$ cat config.mk
export PLATFORM = sky130hd
export DESIGN_NAME = pipo_load_arbiter
export DESIGN_NICKNAME = d
export VERILOG_FILES = /design/src/rtl/pipo_load_arbiter.sv
export SDC_FILE = /design/constraint.sdc
export NUM_CORES = 1
export LEC_CHECK = 0
export BUFFER_PORTS_ARGS = -buffer_cell sky130_fd_sc_hd__buf_2
export CORE_MARGIN = 2
export CORE_UTILIZATION = 50
export DETAILED_ROUTE_END_ITERATION = 8
export PLACE_DENSITY = 0.79
export SLEW_MARGIN = 20
export SYNTH_ARGS = -nofsm -noshare
export SYNTH_HDL_FRONTEND = slang
export SYNTH_SLANG_ARGS = --single-unit
$ cat constraint.sdc
create_clock -name clk -period 2.37 [get_ports clk]
set_input_delay 0.474 -clock clk [delete_from_list [all_inputs] [get_ports clk]]
set_output_delay 0.474 -clock clk [all_outputs]
set_load 0.02 [all_outputs]
$ cat src/rtl/pipo_load_arbiter.sv
// Arbiter and load sequencer for one shared PIPO register: grant, single load, fixed hold.
// Define PIPO_ARB_FIXED_PRIO_EN to replace round-robin selection with fixed lowest-index priority.
module pipo_load_arbiter #(
  parameter int NREQ  = 4,
  parameter int WIDTH = 4,
  parameter int HOLD  = 2
) (
  input  logic                     clk,
  input  logic                     rst,
  input  logic [NREQ-1:0]          req,
  input  logic [NREQ*WIDTH-1:0]    din,
  output logic [NREQ-1:0]          gnt,
  output logic [$clog2(NREQ)-1:0]  owner,
  output logic [WIDTH-1:0]         o,
  output logic                     o_vld,
  output logic                     busy,
  output logic [1:0]               dbg_state
);

  localparam int IW = $clog2(NREQ);
  localparam int CW = (HOLD > 1) ? $clog2(HOLD) : 1;

  typedef enum logic [1:0] {
    ST_IDLE = 2'd0,
    ST_LOAD = 2'd1,
    ST_HOLD = 2'd2
  } state_t;

  state_t            state_q, state_d;
  logic [NREQ-1:0]   gnt_q, gnt_d;
  logic [IW-1:0]     owner_q, owner_d;
  logic [IW-1:0]     ptr_q, ptr_d;
  logic [WIDTH-1:0]  o_q, o_d;
  logic              o_vld_q, o_vld_d;
  logic [CW-1:0]     cnt_q, cnt_d;
  logic              rearm_q, rearm_d;

  logic              found;
  logic [IW-1:0]     win;

`ifdef PIPO_ARB_FIXED_PRIO_EN
  always_comb begin
    found = |req;
    win   = '0;
    for (int i = NREQ - 1; i >= 0; i--) begin
      if (req[i]) win = IW'(i);
    end
  end
`else
  always_comb begin
    int            idx;
    logic [IW-1:0] cand;
    found = 1'b0;
    win   = '0;
    idx   = 0;
    cand  = '0;
    for (int i = 0; i < NREQ; i++) begin
      idx  = (int'(ptr_q) + i) % NREQ;
      cand = IW'(idx);
      if (!found && req[cand]) begin
        found = 1'b1;
        win   = cand;
      end
    end
  end
`endif

  // rearm_q blocks the first IDLE cycle after a hold so grants are HOLD+3 apart.
  always_comb begin
    state_d = state_q;
    gnt_d   = '0;
    owner_d = owner_q;
    ptr_d   = ptr_q;
    o_d     = o_q;
    o_vld_d = 1'b0;
    cnt_d   = cnt_q;
    rearm_d = 1'b0;
    case (state_q)
      ST_IDLE: begin
        if (found && !rearm_q) begin
          gnt_d   = NREQ'(1) << win;
          owner_d = win;
          state_d = ST_LOAD;
        end
      end
      ST_LOAD: begin
        o_d     = din[int'(owner_q)*WIDTH +: WIDTH];
        o_vld_d = 1'b1;
        cnt_d   = CW'(HOLD - 1);
`ifndef PIPO_ARB_FIXED_PRIO_EN
        ptr_d   = (owner_q == IW'(NREQ - 1)) ? '0 : owner_q + IW'(1);
`endif
        state_d = ST_HOLD;
      end
      ST_HOLD: begin
        if (cnt_q == '0) begin
          state_d = ST_IDLE;
          rearm_d = 1'b1;
        end else begin
          cnt_d = cnt_q - CW'(1);
        end
      end
      default: state_d = ST_IDLE;
    endcase
  end

  always_ff @(posedge clk or negedge rst) begin
    if (!rst) begin
      state_q <= ST_IDLE;
      gnt_q   <= '0;
      owner_q <= '0;
      ptr_q   <= '0;
      o_q     <= '0;
      o_vld_q <= 1'b0;
      cnt_q   <= '0;
      rearm_q <= 1'b0;
    end else begin
      state_q <= state_d;
      gnt_q   <= gnt_d;
      owner_q <= owner_d;
      ptr_q   <= ptr_d;
      o_q     <= o_d;
      o_vld_q <= o_vld_d;
      cnt_q   <= cnt_d;
      rearm_q <= rearm_d;
    end
  end

  assign gnt       = gnt_q;
  assign owner     = owner_q;
  assign o         = o_q;
  assign o_vld     = o_vld_q;
  assign busy      = (state_q != ST_IDLE);
  assign dbg_state = state_q;

endmodule

# After elaboration in Yosys (flattened, before gate mapping)

Index checks and enable logic that the tools add are counted.

$add $sub $neg: 5
Reductions and logical operators: 13
$lt $le $gt $ge: 4
Mux-type cells: 27
Eq/ne operators: 5
Shift-type cells: 2

Operators with widths:

| kind                  | count |
|---|---|
| $shiftx A16 B5 Y4     | 1 |
| $mux W2               | 7 |
| $lt A2 B3 Y1 const B  | 4 |
| $mux W1               | 12 |
| $bmux W1 S2           | 4 |
| $mux W4               | 2 |
| $pmux W2 S3           | 1 |
| $add A2 B1 Y2 const B | 2 |
| $add A2 B2 Y2 const B | 2 |
| $eq A2 B2 Y1 const B  | 2 |
| $logic_and A1 B1 Y1   | 4 |
| $logic_not A1 Y1      | 4 |
| $ne A2 B2 Y1 const B  | 2 |
| $reduce_and A2 Y1     | 2 |
| $reduce_bool A2 Y1    | 2 |
| $shl A1 B2 Y4 const A | 1 |
| $eq A2 B1 Y1 const B  | 1 |
| $logic_not A2 Y1      | 1 |
| $pmux W1 S2           | 1 |
| $sub A1 B1 Y1 const B | 1 |

Output and inout port bits: 14
Word-level logic and storage cells: 64
Register bits after elaboration: 17
Input bits: 22

# Depth between registers and ports, before layout

Gate-level depths: netlist (run 1).

Depth in word-level cells: 15
Mapped depth: 5
Mapped depth without buffers: 5

# Least setup slack after synthesis (run 1)

OpenSTA, ideal clock, no wires.

Path type: register to register
From: reg state_q[1] (netlist: dbg_state[1])
To: reg ptr_q[1]
Cell stages (with the launch flop): 5
Buffers on the path: 1
Arrival: 1.375 ns
Path slack: 0.870 ns
Period minus slack after synthesis: 1.500 ns
Library setup time: 0.125 ns
Required time: 2.245 ns
Cell sequence: dfrtp_1 inv_1 ha_1 clkbuf_1 mux2_2

Word-level cells in the longest chain between the ends: 1

Ends and longest elaborated chain:

| element                | RTL line | source |
|---|---|---|
| from (decl)            | 29       | `state_t state_q, state_d;` |
| from (signal assigned) | 118      | `state_q <= state_d;` |
| $eq A2 B1 Y1           | 78       | `case (state_q)` |
| to (signal assigned)   | 121      | `ptr_q <= ptr_d;` |
| to (decl)              | 32       | `logic [IW-1:0] ptr_q, ptr_d;` |

No other way between the ends.
A chain may end at the register's enable or synchronous reset.

# Worst setup path in the final report (run 1)

From: reg state_q[0] (netlist: dbg_state[0])
To: out busy

Word-level cells in the longest chain between the ends: 1

Ends and longest elaborated chain:

| element            | RTL line | source |
|---|---|---|
| $reduce_bool A2 Y1 | 133      | `assign busy = (state_q != ST_IDLE);` |
| to (decl)          | 16       | `output logic busy,` |

No other way between the ends.

==> summary.md, run 1 <==
| Metric | Value |
|---|---|
| Status | `complete, no violations` |
| Die Height | `45.9 µm` |
| Root Buffer | `sky130_fd_sc_hd__clkbuf_4` |
| Count of buffers from port buffering | `35` |
| Part of the power in registers | `37.0%` |
| Final count of pins violating max slew | `0` |
| TritonCTS clock tree | `built` |
| Part of the power in the clock network | `10.5%` |
| Critical Path End Type | `output port` |
| Number of nets at the end of the flow | `131` |
| Post-route DRC | `0` |
| Iteration count of the initial detailed-routing pass | `3` |
| Setup-failing EPs final | `0` |
| DR WL/cell | `13.2 µm` |
| Cell family contributing the most delay on the critical path | `flip-flops` |
| Worst Setup Path Type | `flop to output port` |
| Number of buffers inserted during clock tree synthesis | `3` |
| Count of cells resized by post-cts repair | `0` |
| Via Count | `630` |
| Die outline width | `45.9 µm` |
| Routed vias/inst | `5.21` |
| Type of the tightest min-delay check | `input port to asynchronous set/reset pin` |
| Mean Syn Cell Area | `13.1 µm²` |
| First-pass GRT wire length | `2.53 mm` |
| Via count of the first global-routing pass | `589` |
| Comb power frac | `52.5%` |
| Share of the yosys chip area belonging to registers | `48.6%` |
| Leakage power summed over all cells | `0.562 nW` |
| Launching element type of the critical path | `flop` |
| Most area-hungry cell type in the Yosys netlist | `sky130_fd_sc_hd__dfrtp_1` |
| Minimum hold slack | `86.1 ps` |
| Largest net degree at the start of global routing | `18` |
| Clock H-tree levels | `1` |
| Post-CTS Hold Fix Bufs | `0` |
| Worst path bufs/invs | `3` |
| Final hold violation count | `0` |
| Total Wirelength | `1.60 mm` |
| Hpwl dp | `1.29 mm` |
| Filler Cell Count | `142` |
| Final weighted congestion in routability-driven placement | `0.756` |
| Mapped Nets | `93` |
| Count of warnings emitted by yosys | `0` |
| Data arrival time at the worst-slack endpoint | `1250 ps` |
| Maximum fanout encountered on the critical timing path | `4` |
| Antenna fix cells | `0` |
| Most used cells in the layout excluding fill and tap cells | `sky130_fd_sc_hd__buf_2, sky130_fd_sc_hd__dfrtp_1, sky130_fd_sc_hd__inv_1` |
| Slew at the pin closest to its max-slew limit | `432 ps` |
| Initial antenna violation count | `0` |
| DRT antenna net count | `0` |
| Post-synthesis to final-layout area growth | `23.7%` |
| Final critical path time including I/O delays and setup | `1720 ps` |
| Total Neg Setup Slack | `0 ps` |
| P_sw | `0.587 mW` |
| Cell breakdown of the critical path | `inv_1 > ha_1 > inv_1 > buf_2` |
| Clock slew at reported path FFs | `100 ps` |
| Timing-limited maximum frequency | `581 MHz` |
| Reg-to-reg setup timing slack | `880 ps` |
| Share of final-layout standard cells stronger than drive strength 1 | `49.0%` |
| Placement-stage worst setup slack | `812 ps` |
| Final WS setup | `647 ps` |
| Maximum clock path buffer count | `2` |
| Final clock period utilization by the worst path | `72.7%` |
| Unrepaired setup endpoints after global routing | `false` |
| Synthesized instance count | `67` |
| Number of library cell types mapped by synthesis | `25` |
| Iteration-0 DRC count of the detailed router | `4` |
| Source-to-sink clock delay at the later pin of the worst-skew pair | `290 ps` |
| Power per unit of standard cell area | `1330 nW/µm²` |
| Maximum clock skew at final layout | `3.88 ps` |
| Total area of multi-input combinational cells | `413 µm²` |
| Slowest-stage cell, CP | `sky130_fd_sc_hd__dfrtp_1` |
| Reg area | `425 µm²` |
| Core Rows | `15` |
| Core area | `1690 µm²` |
| Overflow left after global routing | `0` |
| Switch share | `40.7%` |
| Total clock sinks | `17` |
| Post-synth design cell area | `876 µm²` |
| Largest cells by area after synthesis | `sky130_fd_sc_hd__dfrtp_1, sky130_fd_sc_hd__mux4_2, sky130_fd_sc_hd__mux2_4` |
| Total setup buffers inserted after CTS | `0` |
| Count of state elements after synthesis | `17` |
| Global-route usage over all layers | `17.0%` |
| Worst voltage drop across the vdd grid | `604 µV` |
| Fraction of synthesized cell area taken by the top area cell type | `48.6%` |
| Die footprint | `2100 µm²` |
| Commonest non-fill, non-tap cell in the layout | `sky130_fd_sc_hd__buf_2` |
| CP Data Required Time | `1900 ps` |
| Max transition margin | `71.2%` |
| Biggest cell delay along the critical path | `410 ps` |
| Max-cap violations | `0` |
| Top cell by count, worst path | `sky130_fd_sc_hd__inv_1` |
| Starting Density | `51.9%` |
| Overall Power | `1.44 mW` |
| Design internal power | `0.856 mW` |
| Number of top-level pins | `36` |
flip-flops by register name, summed over array words and instances, names as in the netlist:
name,cells
o,4
ptr_q,2
dbg_state,2
gnt,4
owner,2
rearm_q,1
o_vld,1
cnt_q,1
area by class of cell:
class	instances	share of cell area [%]
Timing Repair Buffer	35	16.2
Inverter	6	2.08
Tap cell	17	1.96
Clock buffer	4	2.42
Sequential cell	17	39.3
Multi-Input combinational cell	42	38.1
metrics by stage:
step / std cells / instance area, µm² / util, %
after floorplan: 67 / 876 / -
final: 121 / 1080 / 64.1
after global placement: 117 / 1060 / 62.6
after CTS: 121 / 1080 / 64.1
after detailed placement: 117 / 1060 / 62.6
after global routing: 121 / 1080 / 64.1
worst reg2reg max path: stages (launching register included):
cell and delay (ps):
sky130_fd_sc_hd__dfrtp_1 550, sky130_fd_sc_hd__mux4_2 560, sky130_fd_sc_hd__mux2_4 270
power by group through the flow:
stage                     logic (mW)  clock network [mW]  registers, mW
after floorplan                0.475                   0          0.631
after global placement         0.745                   0          0.535
after detailed placement       0.763                   0          0.544
after CTS                      0.768               0.157          0.538
after global routing           0.821               0.171          0.556
final                          0.758               0.152          0.533
final timing paths:
kind / startpoint / cells after the start / to
worst max-delay path: dbg_state[0]$_DFFE_PN0P_ / 4 / busy
worst min-delay path: rst / 1 / gnt[0]$_DFF_PN0_
worst max register to register: owner[0]$_DFFE_PN0P_ / 2 / o[0]$_DFFE_PN0P_
worst min register to register: cnt_q$_DFFE_PN0P_ / 1 / rearm_q$_DFF_PN0_
max in group asynchronous: rst / 1 / owner[0]$_DFFE_PN0P_
min in group clk: cnt_q$_DFFE_PN0P_ / 1 / rearm_q$_DFF_PN0_
cells in the mapped netlist (all sizes together):
| master | number |
|---|---|
| a21o | 1 |
| and4 | 1 |
| mux2 | 8 |
| nand2b | 2 |
| a221oi | 1 |
| nor2b | 2 |
| inv | 6 |
| mux2i | 1 |
| buf | 1 |
| a21oi | 6 |
| ha | 4 |
| o21ai | 2 |
| nor3 | 1 |
| dfrtp | 17 |
| nor2 | 3 |
| mux4 | 4 |
| nand2 | 3 |
| clkbuf | 1 |
| o32a | 1 |
| nor3b | 2 |
cell families (layout without fill, tap and decap cells):
family / count (synthesis) / count (layout) / share of synthesized area (%)
fa+ha+maj: 4 / 4 / 5.71
flops: 17 / 17 / 48.6
compound gates: 11 / 11 / 8.71
buf+inv: 8 / 45 / 4.29
simple gates: 14 / 14 / 9.28
mux: 13 / 13 / 23.4
layer usage:
layer  vias up  track usage (%)  routed length [µm]
li1        316                -                   -
met1       301             21.6                 706
met2        11             28.9                 846
met3         2             2.38                  32
met4         0             6.86                  15
met5         -                0                   0
(Power assumes the default switching activity.)
==> inputs of run 2 (changes only) <==
--- a/config.mk
+++ b/config.mk
@@ -5,11 +5,12 @@
 export SDC_FILE = /design/constraint.sdc
 export NUM_CORES = 1
 export LEC_CHECK = 0
+export ABC_AREA = 1
 export BUFFER_PORTS_ARGS = -buffer_cell sky130_fd_sc_hd__buf_2
 export CORE_MARGIN = 2
-export CORE_UTILIZATION = 50
+export CORE_UTILIZATION = 44
 export DETAILED_ROUTE_END_ITERATION = 8
-export PLACE_DENSITY = 0.79
+export PLACE_DENSITY = 0.7
 export SLEW_MARGIN = 20
 export SYNTH_ARGS = -nofsm -noshare
 export SYNTH_HDL_FRONTEND = slang
==> constraint.sdc (replaced) <==
create_clock -name clk -period 1.45 [get_ports clk]
set_input_delay 0.29 -clock clk [delete_from_list [all_inputs] [get_ports clk]]
set_output_delay 0.29 -clock clk [all_outputs]
set_load 0.02 [all_outputs]
==> run 2 against run 1 <==
Effect of this change: the flow now finishes with violations (setup timing); utilization up 8.7 points; power rose to 2.9 times the previous value; register-to-register slack worse by 980 ps; non-clock buffer count increased by 18; flip-flop and latch count unchanged; synthesized area increased by 23%; worst hold slack better by 210 ps; clock skew rose by 5.9 ps; first-iteration DRC count grew to 3.5 times the previous value; combinational power rose to 4.1 times the previous value; design area up 53%.
==> summary.md, run 2 <==
| Metric | Value |
|---|---|
| Overflow left after global routing | `0 (unchanged)` |
| Count of buffers from port buffering | `35 (unchanged)` |
| Commonest non-fill, non-tap cell in the layout | `sky130_fd_sc_hd__buf_2 (unchanged)` |
| Fraction of synthesized cell area taken by the top area cell type | `39.4% (was 48.6%)` |
| Post-route DRC | `0 (unchanged)` |
| Number of top-level pins | `36 (unchanged)` |
| Total area of multi-input combinational cells | `761 µm² (was 413 µm²)` |
| Iteration-0 DRC count of the detailed router | `14 (was 4)` |
| Setup-failing EPs final | `8 (was 0)` |
| Maximum fanout encountered on the critical timing path | `8 (was 4)` |
| Final hold violation count | `0 (unchanged)` |
| Die outline width | `53.6 µm (was 45.9 µm)` |
| TritonCTS clock tree | `built (unchanged)` |
| Filler Cell Count | `192 (was 142)` |
| Timing-limited maximum frequency | `645 MHz` |
| Depth of the worst hold-timing path | `3` |
| Root Buffer | `sky130_fd_sc_hd__clkbuf_4 (unchanged)` |
| Async set-reset flop share out of synthesis | `100% (unchanged)` |
| Synthesized instance count | `151 (was 67)` |
| Final count of pins violating max slew | `0 (unchanged)` |
| Hpwl dp | `1.92 mm (was 1.29 mm)` |
| Type of the tightest min-delay check | `input port to flop (was input port to asynchronous set/reset pin)` |
| Final clock period utilization by the worst path | `107%` |
| CP Data Required Time | `1630 ps (was 1900 ps)` |
| Cell with the most instances after synthesis | `sky130_fd_sc_hd__nand2_1 (was sky130_fd_sc_hd__dfrtp_1)` |
| Share of final-layout standard cells stronger than drive strength 1 | `52.7% (was 49.0%)` |
| Number of nets at the end of the flow | `232 (was 131)` |
| Total clock sinks | `17 (unchanged)` |
| Most area-hungry cell type in the Yosys netlist | `sky130_fd_sc_hd__dfrtp_1 (unchanged)` |
| Count of state elements after synthesis | `17 (unchanged)` |
| Source of the worst hold timing path | `din[7]` |
| Launching element type of the critical path | `flop (unchanged)` |
| Top post-synthesis cells by count | `sky130_fd_sc_hd__nand2_1, sky130_fd_sc_hd__nor2_1, sky130_fd_sc_hd__dfrtp_1 (was sky130_fd_sc_hd__dfrtp_1, sky130_fd_sc_hd__inv_1, sky130_fd_sc_hd__a21oi_1)` |
| Die Height | `53.6 µm (was 45.9 µm)` |
| Cells on worst reg2reg path | `10 (was 2)` |
| Max-cap violations | `0 (unchanged)` |
| Status | `finished, violations left (was complete, no violations)` |
| Endpoint of the worst-slack reg-to-reg timing path | `owner[0]$_DFFE_PN0P_ (was o[0]$_DFFE_PN0P_)` |
| Mapped Nets | `177 (was 93)` |
| DRT antenna net count | `0 (unchanged)` |
| Antenna fix cells | `0 (unchanged)` |
| Post-synthesis to final-layout area growth | `53.5% (was 23.7%)` |
| Core area | `2280 µm² (was 1690 µm²)` |
| Most used cells in the layout excluding fill and tap cells | `sky130_fd_sc_hd__buf_2, sky130_fd_sc_hd__nor2_1, sky130_fd_sc_hd__nand2_1 (was sky130_fd_sc_hd__buf_2, sky130_fd_sc_hd__dfrtp_1, sky130_fd_sc_hd__inv_1)` |
| Maximum clock skew at final layout | `9.74 ps (was 3.88 ps)` |
| Mean Syn Cell Area | `7.16 µm² (was 13.1 µm²)` |
| First-pass GRT wire length | `4.30 mm (was 2.53 mm)` |
| Leakage power summed over all cells | `0.883 nW (was 0.562 nW)` |
| Total Neg Setup Slack | `-737 ps (was 0 ps)` |
| Share of the yosys chip area belonging to registers | `39.4% (was 48.6%)` |
| Power per unit of standard cell area | `2540 nW/µm² (was 1330 nW/µm²)` |
| DR WL/cell | `12.3 µm (was 13.2 µm)` |
| Number of buffers inserted during clock tree synthesis | `3 (unchanged)` |
| Clock slew at reported path FFs | `100 ps (about the same)` |
| Hold endpoint | `o[3]$_DFFE_PN0P_` |
| Reg area | `427 µm² (was 425 µm²)` |
| Violations in the final reports | `setup timing` |
| Final critical path time including I/O delays and setup | `1550 ps` |
| Max transition margin | `73.9% (was 71.2%)` |
| Largest net degree at the start of global routing | `18 (unchanged)` |
| Maximum clock path buffer count | `2 (unchanged)` |
| Worst R2R Start | `ptr_q[0]$_DFFE_PN0P_ (was owner[0]$_DFFE_PN0P_)` |
| Routed vias/inst | `4.96 (was 5.21)` |
| Iteration count of the initial detailed-routing pass | `4 (was 3)` |
| Data arrival time at the worst-slack endpoint | `1730 ps (was 1250 ps)` |
| Number of synthesized flops with an enable pin | `0 (unchanged)` |
| Die footprint | `2870 µm² (was 2100 µm²)` |
| Worst Setup Path Type | `flop to flop (was flop to output port)` |
| Source-to-sink clock delay at the later pin of the worst-skew pair | `290 ps (about the same)` |
| Final weighted congestion in routability-driven placement | `0.798 (was 0.756)` |
| Post-synth design cell area | `1080 µm² (was 876 µm²)` |
| Critical Path End Type | `flop (was output port)` |
| Largest cells by area after synthesis | `sky130_fd_sc_hd__dfrtp_1, sky130_fd_sc_hd__nand2_1, sky130_fd_sc_hd__nor2_1 (was sky130_fd_sc_hd__dfrtp_1, sky130_fd_sc_hd__mux4_2, sky130_fd_sc_hd__mux2_4)` |
| Clock H-tree levels | `1 (unchanged)` |
| Total Wirelength | `2.88 mm (was 1.60 mm)` |
| Prevailing post-synth register cell | `sky130_fd_sc_hd__dfrtp_1 (unchanged)` |
| Via Count | `1,155 (was 630)` |
| Count of warnings emitted by yosys | `0 (unchanged)` |
| Unrepaired setup endpoints after global routing | `true (was false)` |
| Number of library cell types mapped by synthesis | `19 (was 25)` |
| Slew at the pin closest to its max-slew limit | `392 ps (was 432 ps)` |
| Final WS setup | `-99.4 ps (was 647 ps)` |
| Starting Density | `47.5% (was 51.9%)` |
| Initial antenna violation count | `0 (unchanged)` |
| Layout Utilization | `72.9% (was 64.1%)` |
| Global-route usage over all layers | `20.5% (was 17.0%)` |
| Core Rows | `17 (was 15)` |
| Via count of the first global-routing pass | `1,039 (was 589)` |
| Reg-to-reg setup timing slack | `-100 ps (was 880 ps)` |
| Worst voltage drop across the vdd grid | `1610 µV (was 604 µV)` |
==> run 2: changes by cell type after synthesis, moves of 3 or more <==
cell	change
sky130_fd_sc_hd__nand2_2	+14
sky130_fd_sc_hd__a21oi_1	-3
sky130_fd_sc_hd__inv_2	+3
sky130_fd_sc_hd__inv_1	+7
sky130_fd_sc_hd__nand3_1	+6
sky130_fd_sc_hd__nor2_1	+28
sky130_fd_sc_hd__mux4_2	-4
sky130_fd_sc_hd__nand2_1	+34
sky130_fd_sc_hd__o21ai_0	+9
sky130_fd_sc_hd__a31oi_1	+4
sky130_fd_sc_hd__mux2_4	-4
==> run 2: worst max-delay path, cell delays in order, from the launching register on <==
cell                      delay [ps]
sky130_fd_sc_hd__dfrtp_1         410
sky130_fd_sc_hd__buf_12          160
sky130_fd_sc_hd__inv_12           90
sky130_fd_sc_hd__nand2_4          60
sky130_fd_sc_hd__nand3_4          70
sky130_fd_sc_hd__nand2_4          70
sky130_fd_sc_hd__nor2_4          200
sky130_fd_sc_hd__nand3_4         120
sky130_fd_sc_hd__nand3_4         100
sky130_fd_sc_hd__buf_4           120
sky130_fd_sc_hd__o21ai_2          50
==> run 2: layout make-up <==
| type | instances | share of cell area (%) |
|---|---|---|
| Multi-Input combinational cell | 114 | 45.9 |
| Sequential cell | 17 | 25.7 |
| Timing Repair Buffer | 53 | 19.8 |
| Inverter | 17 | 4.90 |
| Tap cell | 28 | 2.11 |
| Clock buffer | 4 | 1.58 |
==> run 2: report_power, final <==
part	switching, mW	leakage, nW	internal (mW)	total (mW)
sequential	0.167	0.208	0.675	0.842
clock	0.145	0.0150	0.107	0.252
combinational	1.87	0.660	1.26	3.12
total	2.18	0.883	2.04	4.22
==> run 2: worst max-delay path by stage <==
stage                         start                        to  slack, ps
6_report       ptr_q[0]$_DFFE_PN0P_      owner[0]$_DFFE_PN0P_       -100
5_1_grt        ptr_q[0]$_DFFE_PN0P_  dbg_state[0]$_DFFE_PN0P_       -210
4_1_cts        ptr_q[0]$_DFFE_PN0P_          gnt[0]$_DFF_PN0_        -60
3_5_place_dp   ptr_q[0]$_DFFE_PN0P_      owner[1]$_DFFE_PN0P_        -90
3_3_place_gp   ptr_q[0]$_DFFE_PN0P_          gnt[0]$_DFF_PN0_        -20
2_1_floorplan  ptr_q[0]$_DFFE_PN0P_      owner[1]$_DFFE_PN0P_         60
==> run 2: timing repair <==
item / CTS / global route
setup buffers: 8 / 3
hold buffers: 1 / 0
endpoints found under the hold margin: 17 / 0
resized for setup: 16 / 39
endpoints found under the setup margin: 9 / 9
cloned: 0 / 0
pin swaps: 13 / 21
==> run 2: metrics by stage <==
stage               hold slack [ps]  total power, mW  setup slack (ps)  cell area [µm²]  instances
finish                          295             4.22             -99.4             1660        233
global route                    323             4.57              -208             1660        233
CTS                             294             3.62             -56.2             1480        230
detailed placement              240             3.02             -86.3             1330        217
global placement                232             2.97             -18.1             1330        217
floorplan                     -5.59             2.40              63.7             1080        151
==> run 2: cell families (layout without fill, tap and decap cells) <==
logic type | count (synthesis) | after routing | synth area share (%)
AND/OR/NAND/NOR | 93 | 93 | 39.0
adder cells (fa/ha/maj) | 4 | 4 | 4.63
flip-flops | 17 | 17 | 39.4
buffers and inverters | 20 | 74 | 8.33
AO/OA/AOI/OAI | 17 | 17 | 8.68
==> run 2: per-layer routing <==
metal  track usage [%]  vias up  wire [µm]
met3              2.50        6         66
met4              5.13        0         49
met2              38.5       21       1590
met1              24.6      548       1180
met5                 0        -          0
li1                  -      580          -
